<file path="config.mk">
export PLATFORM = sky130hd
export DESIGN_NAME = flash_store_flat
export DESIGN_NICKNAME = d
export VERILOG_FILES = /design/src/rtl/flash_store_if.sv /design/src/rtl/flash_store.sv /design/src/flat_wrapper.sv
export SDC_FILE = /design/constraint.sdc
export NUM_CORES = 2
export LEC_CHECK = 0
export CORE_ASPECT_RATIO = 0.6
export CORE_MARGIN = 4
export CORE_UTILIZATION = 49
export DETAILED_ROUTE_END_ITERATION = 8
export GPL_ROUTABILITY_DRIVEN = 0
export PLACE_DENSITY = 0.7
export SLEW_MARGIN = 5
export SYNTH_ARGS = -nofsm -noshare
export SYNTH_HDL_FRONTEND = slang
export SYNTH_SLANG_ARGS = --single-unit
</file>
<file path="constraint.sdc">
create_clock -name clk -period 28.3 [get_ports clk]
set_input_delay 5.66 -clock clk [delete_from_list [all_inputs] [get_ports clk]]
set_output_delay 5.66 -clock clk [all_outputs]
set_load 0.05 [all_outputs]
</file>
<file path="src/rtl/flash_store_if.sv">
// flash_store_if: core-to-store bus (address, write/erase requests, read data and status)
interface flash_if #(parameter int DATA_W = 256, parameter int ADDR_W = 4);
  logic [ADDR_W-1:0] add_flash;
  logic              flash_write;
  logic [DATA_W-1:0] write_data_flash;
  logic              erase;
  logic [DATA_W-1:0] data_flash;
  logic [ADDR_W-1:0] max_address;
  logic [ADDR_W:0]   entry_count;
  logic              empty;
  logic              full;
  logic              busy;
  logic              wr_err;
  logic              par_err;
  modport master(output add_flash, flash_write, write_data_flash, erase,
                 input data_flash, max_address, entry_count, empty, full, busy, wr_err, par_err);
  modport slave(input add_flash, flash_write, write_data_flash, erase,
                output data_flash, max_address, entry_count, empty, full, busy, wr_err, par_err);
endinterface

</file>
<file path="src/rtl/flash_store.sv">
// flash_store: record store with emulated program/erase busy time; FLASH_PARITY_EN adds per-record even parity
module flash_store #(
  parameter int DATA_W      = 256,
  parameter int ADDR_W      = 4,
  parameter int PROG_CYCLES = 4
) (
  input logic   clk,
  input logic   rst,
  flash_if.slave bus
);
  localparam int DEPTH = 2 ** ADDR_W;
  localparam int CW = $clog2(PROG_CYCLES + 1);
`ifdef FLASH_PARITY_EN
  localparam int MW = DATA_W + 1;
`else
  localparam int MW = DATA_W;
`endif
  localparam logic [1:0] IDLE = 2'd0, PROG = 2'd1, ERASE = 2'd2;
  logic [1:0]        state_q, state_d;
  logic [CW-1:0]     cnt_q, cnt_d;
  logic [ADDR_W:0]   count_q, count_d;
  logic [ADDR_W-1:0] addr_q, addr_d;
  logic [DATA_W-1:0] wdata_q, wdata_d;
  logic              app_q, app_d;
  logic              wr_err_q, wr_err_d;
  logic [DATA_W-1:0] data_q, data_d;
  logic              par_q, par_d;
  logic [MW-1:0]     mem_q [DEPTH];
  logic              mem_we;
  logic [MW-1:0]     mem_wd;
  logic idle, valid_rd, is_full, accept, prog_last, erase_last;
  assign idle       = state_q == IDLE;
  assign valid_rd   = {1'b0, bus.add_flash} < count_q;
  assign is_full    = count_q == (ADDR_W+1)'(DEPTH);
  assign accept     = idle && !bus.erase && bus.flash_write &&
                      (valid_rd || ({1'b0, bus.add_flash} == count_q && !is_full));
  assign prog_last  = state_q == PROG && cnt_q == '0;
  assign erase_last = state_q == ERASE && addr_q == ADDR_W'(DEPTH - 1);
  // next-state: request acceptance, program countdown, erase sweep, read path
  always_comb begin
    state_d  = idle ? (bus.erase ? ERASE : accept ? PROG : IDLE) :
               (prog_last || erase_last) ? IDLE : state_q;
    cnt_d    = accept ? CW'(PROG_CYCLES - 1) : state_q == PROG ? cnt_q - 1'b1 : cnt_q;
    addr_d   = accept ? bus.add_flash : (idle && bus.erase) ? '0 :
               state_q == ERASE ? addr_q + 1'b1 : addr_q;
    wdata_d  = accept ? bus.write_data_flash : wdata_q;
    app_d    = accept ? !valid_rd : app_q;
    count_d  = erase_last ? '0 : (prog_last && app_q) ? count_q + 1'b1 : count_q;
    wr_err_d = (!idle && (bus.flash_write || bus.erase)) || (idle && bus.flash_write && !accept);
    data_d   = valid_rd ? mem_q[bus.add_flash][DATA_W-1:0] : '0;
`ifdef FLASH_PARITY_EN
    par_d    = valid_rd && ^mem_q[bus.add_flash];
    mem_wd   = state_q == ERASE ? '0 : {^wdata_q, wdata_q};
`else
    par_d    = 1'b0;
    mem_wd   = state_q == ERASE ? '0 : wdata_q;
`endif
    mem_we   = prog_last || state_q == ERASE;
  end
  // control and output registers; reset aborts any operation in flight
  always_ff @(posedge clk) begin
    if (rst) begin
      state_q  <= IDLE;
      cnt_q    <= '0;
      count_q  <= '0;
      addr_q   <= '0;
      wdata_q  <= '0;
      app_q    <= 1'b0;
      wr_err_q <= 1'b0;
      data_q   <= '0;
      par_q    <= 1'b0;
    end else begin
      state_q  <= state_d;
      cnt_q    <= cnt_d;
      count_q  <= count_d;
      addr_q   <= addr_d;
      wdata_q  <= wdata_d;
      app_q    <= app_d;
      wr_err_q <= wr_err_d;
      data_q   <= data_d;
      par_q    <= par_d;
    end
  end
  // record array keeps its contents through reset; reset only blocks the write
  always_ff @(posedge clk) begin
    if (!rst && mem_we) mem_q[addr_q] <= mem_wd;
  end
  assign bus.data_flash  = data_q;
  assign bus.entry_count = count_q;
  assign bus.max_address = count_q == '0 ? '0 : count_q[ADDR_W-1:0] - 1'b1;
  assign bus.empty       = count_q == '0;
  assign bus.full        = is_full;
  assign bus.busy        = !idle;
  assign bus.wr_err      = wr_err_q;
  assign bus.par_err     = par_q;
endmodule

</file>
<file path="src/flat_wrapper.sv">
// flat-port wrapper written by rule: the top's interface ports become plain ports
module flash_store_flat 
#(
  parameter int DATA_W      = 256,
  parameter int ADDR_W      = 4,
  parameter int PROG_CYCLES = 4
)
  (clk, rst, bus_add_flash, bus_flash_write, bus_write_data_flash, bus_erase, bus_data_flash, bus_max_address, bus_entry_count, bus_empty, bus_full, bus_busy, bus_wr_err, bus_par_err);
  flash_if #(.DATA_W(DATA_W), .ADDR_W(ADDR_W)) bus_i ();
  input logic clk;
  input logic rst;
  input wire logic [$bits(bus_i.add_flash)-1:0] bus_add_flash;
  input wire logic [$bits(bus_i.flash_write)-1:0] bus_flash_write;
  input wire logic [$bits(bus_i.write_data_flash)-1:0] bus_write_data_flash;
  input wire logic [$bits(bus_i.erase)-1:0] bus_erase;
  output wire logic [$bits(bus_i.data_flash)-1:0] bus_data_flash;
  output wire logic [$bits(bus_i.max_address)-1:0] bus_max_address;
  output wire logic [$bits(bus_i.entry_count)-1:0] bus_entry_count;
  output wire logic [$bits(bus_i.empty)-1:0] bus_empty;
  output wire logic [$bits(bus_i.full)-1:0] bus_full;
  output wire logic [$bits(bus_i.busy)-1:0] bus_busy;
  output wire logic [$bits(bus_i.wr_err)-1:0] bus_wr_err;
  output wire logic [$bits(bus_i.par_err)-1:0] bus_par_err;
  assign bus_i.add_flash = bus_add_flash;
  assign bus_i.flash_write = bus_flash_write;
  assign bus_i.write_data_flash = bus_write_data_flash;
  assign bus_i.erase = bus_erase;
  assign bus_data_flash = bus_i.data_flash;
  assign bus_max_address = bus_i.max_address;
  assign bus_entry_count = bus_i.entry_count;
  assign bus_empty = bus_i.empty;
  assign bus_full = bus_i.full;
  assign bus_busy = bus_i.busy;
  assign bus_wr_err = bus_i.wr_err;
  assign bus_par_err = bus_i.par_err;
  flash_store #(.DATA_W(DATA_W), .ADDR_W(ADDR_W), .PROG_CYCLES(PROG_CYCLES)) u_core (.clk(clk), .rst(rst), .bus(bus_i));
endmodule
</file>
**After elaboration in Yosys (flattened, before gate mapping)**

Memory sizes are Yosys's and may differ from the RTL's. A register that Yosys moved wholly into a read port is not among the register bits.
Index checks and enable logic that the tools add are counted.

- Logic and storage cells: 65
- Memories: 1
- Input bits: 264
- Bits in registers: 272
- Output and inout bits: 270
- Memory bits (writable): 4,096

Memories:

| name | words | width | read ports | clocked after memory_dff | write ports | RTL line | RTL |
|---|---|---|---|---|---|---|---|
| u_core.mem_q | 16 | 256 | 1 | 1 | 1 | flash_store.sv:28 | `logic [MW-1:0] mem_q [DEPTH];` |

- $add $sub $neg: 4
- $lt $le $gt $ge: 1
- Equal/unequal tests: 5
- Reductions and logical operators: 32
- Bitwise gates (word level): 1
- Mux-type cells: 13

Operators with widths:

| kind | count |
|---|---|
| two-way mux 256 bit | 1 |
| two-way mux 4 bit | 4 |
| logical AND 1 bit | 12 |
| two-way mux 2 bit | 5 |
| logical NOT 1 bit | 6 |
| OR reduction 2 bit | 3 |
| adder 5 x 1 -> 5 bit, second input constant | 1 |
| == test 4 x 5 -> 1 bit | 1 |
| == test 5 bit, second input constant | 1 |
| logical NOT 5 bit | 1 |
| logical OR 1 bit | 5 |
| < comparator 4 x 5 -> 1 bit | 1 |
| adder 4 x 1 -> 4 bit, second input constant | 1 |
| == test 4 bit, second input constant | 1 |
| nonzero test 2 bit | 2 |
| subtractor 4 x 1 -> 4 bit, second input constant | 1 |
| logical NOT 3 bit | 1 |
| two-way mux 1 bit | 3 |
| nonzero test 3 bit | 1 |
| subtractor 3 x 1 -> 3 bit, second input constant | 1 |
| == test 2 x 1 -> 1 bit, second input constant | 1 |
| == test 2 bit, second input constant | 1 |
| logical NOT 2 bit | 1 |
| NOT 1 bit | 1 |

**Longest topological paths before layout**

- Word-level depth: 8
- Depth in mapped cells: 14
- Gate-level depth less buffers: 7

**Worst setup path before layout**

OpenSTA, ideal clock, no wires.

- Kind: input to register
- Start: in rst
- End: mem u_core.mem_q[0][0] (netlist name) (enable)
- Path buffers: 1
- Setup time: 1.186 ns
- Arrival time: 23.353 ns
- Path slack: 3.761 ns
- Required time: 27.114 ns
- Stages on the path: 4
- Cells stage by stage: clkbuf_1 > nor2_1 > nand2_1 > nor3_1

- Word-level cells in the longest chain between the ends: 4

RTL lines:

| what | RTL line | RTL |
|---|---|---|
| start: declaration | flat_wrapper.sv:11 | `input logic rst;` |
| logical NOT 1 bit | flash_store.sv:86 | `if (!rst && mem_we) mem_q[addr_q] <= mem_wd;` |
| logical AND 1 bit | flash_store.sv:86 |  |
| two-way mux 1 bit | flash_store.sv:86 |  |
| two-way mux 1 bit (implied by the code) | flash_store.sv:86 |  |
| end: declaration | flash_store.sv:28 |  |

No other way between the ends.

**Worst setup path after layout**

- Start: in bus_add_flash[0]
- End: reg u_core.data_q[194] (netlist: u_core.bus.data_flash[194]), read port of u_core.mem_q

- Word-level cells in the longest chain between the ends: 3

RTL lines:

| what | RTL line | RTL |
|---|---|---|
| start: declaration | flat_wrapper.sv:12 | `input wire logic [$bits(bus_i.add_flash)-1:0] bus_add_flash;` |
| < comparator 4 x 5 -> 1 bit | flash_store.sv:33 | `assign valid_rd = {1'b0, bus.add_flash} < count_q;` |
| NOT 1 bit (no line) | -- |  |
| OR reduction 2 bit (no line) | -- |  |
| end: declaration | flash_store.sv:26 | `logic [DATA_W-1:0] data_q, data_d;` |

Parallel ways exist; a longest one is shown, timed or not.
A chain may end at the register's enable or synchronous reset.

==> run summary <==
Skew-Pair Late Insertion Delay -> 920 ps
Crit path time final -> 10350 ps
Most frequent CP cell -> buf_4
CTS Sinks -> 4624
Dominant synthesized flop cell -> edfxtp_1
Rows -> 167
DRT iter0 DRCs -> 12620
Register area -> 134000 µm²
CTS Buf Count -> 408
First-pass GRT wire length -> 636000 µm
Seq/Total Area, Yosys -> 78.3%
Yosys Warn Count -> 0
Total grt overflow -> 0
PD cells -> 70.6 nW/µm²
# IOs -> 534
CTS tree -> done
Unique masters post-synth -> 47
Max-cap viol count -> 0
CP max-delay cell -> buf_4
Residual DRC -> 0
Avg Inst Size Synth -> 21.0 µm²
Power, Total -> 13700 µW
Internal power -> 10800 µW
Via count -> 86654
Total track usage -> 24.4%
Antenna-violating nets left -> 0
Net Sw Power -> 2940 µW
Slew HR -> 21.5%
Mapped Nets -> 8400
Final setup viols -> 0
Core area -> 346000 µm²
Largest net degree at the start of global routing -> 141
Reg2reg setup slack -> 23230 ps
Max Slew Vio Count -> 0
Post-CTS setup buffers -> 0
Max incr delay on CP -> 930 ps
Total wire length -> 442000 µm
Fin area -> 194000 µm²
R2r endpoint -> u_core.mem_q[15][63]
Vias in the first global route -> 87299
Hold path cells -> 2
Root Driver -> clkbuf_16
Crit start category -> input port
Initial Util -> 49.3%
Comb pwr share -> 4.8%
RSZ-0062 raised after global routing -> false
Final nets -> 8975
Synth Register Bits -> 4624
Largest buffer count on any clock path -> 4
Final Hold Viols -> 0
Min-delay src -> u_core.wdata_q[59]
Reg2reg path depth -> 9
Period utilisation layout -> 36.6%
CP Max Fanout -> 53
Initial antenna violation count -> 14
Multi-input logic area -> 34600 µm²
Ys async rst share -> 0%
Die area -> 358000 µm²
Sw frac -> 21.4%
Maximum clock rate -> 96.6 MHz
Worst Path Required -> 29060 ps
Post-DP HPWL -> 223000 µm
Crit. End Element -> flip-flop
Post-Synthesis Cells -> 8124
H-tree depth -> 5
Pre-antenna DRT Iters -> 6
Layout area overhead -> 14.0%
Clock share of power -> 40.8%
Worst hold path endpoint -> u_core.wdata_q[59]
EDFF count, synth -> 4096
Worst min-delay path class -> reg -> reg
Avg Vias per Cell -> 6.33
Clock skew -> 45.0 ps
Die width -> 770 µm
Slew @ Worst Pin -> 1170 ps
WP data arrival -> 11110 ps
Post-CTS Resized -> 0
Crit Path Class -> in -> reg
Setup TNS -> 0 ps
Floorplan die height -> 465 µm
WL/cell -> 32.3 µm
Synthesized cell area -> 171000 µm²
Clock slew at reported path FFs -> 60 ps
Peak VDD IR -> 0.0560 mV
I/O Buffers -> 532
Crit path cell chain -> buf_16, buf_4, buf_4, buf_4, buf_4, buf_4, mux4_2, a22oi_1, a21oi_1
CTS Hold Buffers Added -> 0
Layout cells sized above 1 -> 20.6%
Lkg Pwr -> 0.0547 µW
Flop pwr share -> 54.4%
Post-DP Area -> 181000 µm²
Outcome -> finished, final reports clean
Launching point of the worst reg2reg path -> u_core.state_q[1]
Fillcell total -> 24888
## synthesized netlist by cell type, drive strengths merged (2+ instances only)
master | instances | area [µm²]
and2 | 258 | 1610
edfxtp | 4096 | 123000
nor3 | 8 | 40.0
xor2 | 2 | 17.5
nor2 | 30 | 113
nand4 | 2 | 12.5
nand2 | 14 | 52.6
nand3 | 257 | 1290
o211ai | 2 | 15.0
clkbuf | 262 | 995
a22oi | 512 | 3840
nand2b | 4 | 25.0
and3 | 2 | 17.5
ha | 12 | 150
inv | 11 | 41.3
mux4 | 1024 | 23100
o21ai | 262 | 1320
nor2b | 6 | 37.5
dfxtp | 528 | 10600
xnor2 | 8 | 70.1
buf | 285 | 1530
a21oi | 523 | 2630
## through the flow
step           std cells  util [%]  worst slack, ps  hold WS (ps)
2_1_floorplan       8124         -             3760           449
3_3_place_gp       12936      52.3            16810           457
3_5_place_dp       12936      52.3            16820           463
4_1_cts            13695      56.2            17850           471
5_1_grt            13695      56.2            17300           492
6_report           13698      56.2            17950           469
## how the worst max path moves through the flow
stage                           startpoint                         end  slack (ps)  cells after the start
after floorplan                        rst          u_core.mem_q[0][0]        3760                      4
after global placement    bus_add_flash[0]  u_core.bus.data_flash[185]       16810                      9
after detailed placement  bus_add_flash[0]  u_core.bus.data_flash[185]       16820                      9
after CTS                 bus_add_flash[0]  u_core.bus.data_flash[175]       17850                      9
after global routing      bus_add_flash[0]  u_core.bus.data_flash[181]       17300                      9
final                     bus_add_flash[0]  u_core.bus.data_flash[194]       17950                      9
## logic make-up after synthesis
| logic type | Yosys count | synth area share [%] |
|---|---|---|
| DFF | 4624 | 78.3 |
| AOI/OAI and AO/OA | 1305 | 4.61 |
| muxes | 1025 | 13.5 |
| and+or+nand+nor | 589 | 1.91 |
| buffers and inverters | 558 | 1.51 |
| adders and majority gates | 12 | 0.0880 |
| xor gates and xnor gates | 10 | 0.0514 |
| other | 1 | 0.00220 |
## area by class of cell
| cell class | instances | area share [%] |
|---|---|---|
| inverter | 11 | 0.0212 |
| clock inverter | 202 | 1.02 |
| tap | 4647 | 2.99 |
| sequential | 4624 | 68.7 |
| multi-input combinational | 2942 | 17.8 |
| clock buffer | 557 | 5.90 |
| antenna | 3 | 0.00386 |
| timing repair buffer | 712 | 3.59 |
## cell usage in the layout, fill, tap and decap left out, types with 9 or more instances in the layout
cell,count
nand3_1,257
clkbuf_1,88
o21ai_1,48
a22oi_1,512
nor2_4,13
dfxtp_1,528
clkinvlp_4,16
clkinv_1,44
edfxtp_1,4096
buf_12,22
nor2_1,17
a21oi_1,522
ha_1,12
and2_1,257
clkbuf_8,53
bufinv_16,28
nand2_1,14
inv_6,9
o21ai_0,213
clkinv_2,79
buf_4,158
mux4_2,1024
inv_1,11
clkdlybuf4s50_1,529
clkbuf_16,416
## power by group through the flow
stage / Sequential, µW / Combinational [µW] / Clock, µW
2_1_floorplan: 7680 / 351 / 0
3_3_place_gp: 7620 / 648 / 0
3_5_place_dp: 7620 / 655 / 0
4_1_cts: 7470 / 657 / 5680
5_1_grt: 7470 / 689 / 5990
6_report: 7470 / 652 / 5600
## registers in the layout (all words and copies together), names as in the netlist
signal,cells
u_core.addr_q,4
u_core.app_q,1
u_core.bus.data_flash,256
u_core.bus.entry_count,5
u_core.bus.wr_err,1
u_core.cnt_q,3
u_core.mem_q,4096
u_core.state_q,2
u_core.wdata_q,256
## worst max-delay path, delay by kind of cell
kind            cells  cell delay [ps]
compound gates      2              380
buf+inv             6             4120
mux                 1              600
## metal layers
metal	up-vias	global-route usage (%)	part of all wire, %
li1	34860	-	-
met1	46204	35.8	40
met2	4938	38.2	48
met3	646	4.35	9.6
met4	6	6.36	2.7
met5	-	0	0.0081
(Power assumes the default switching activity.)
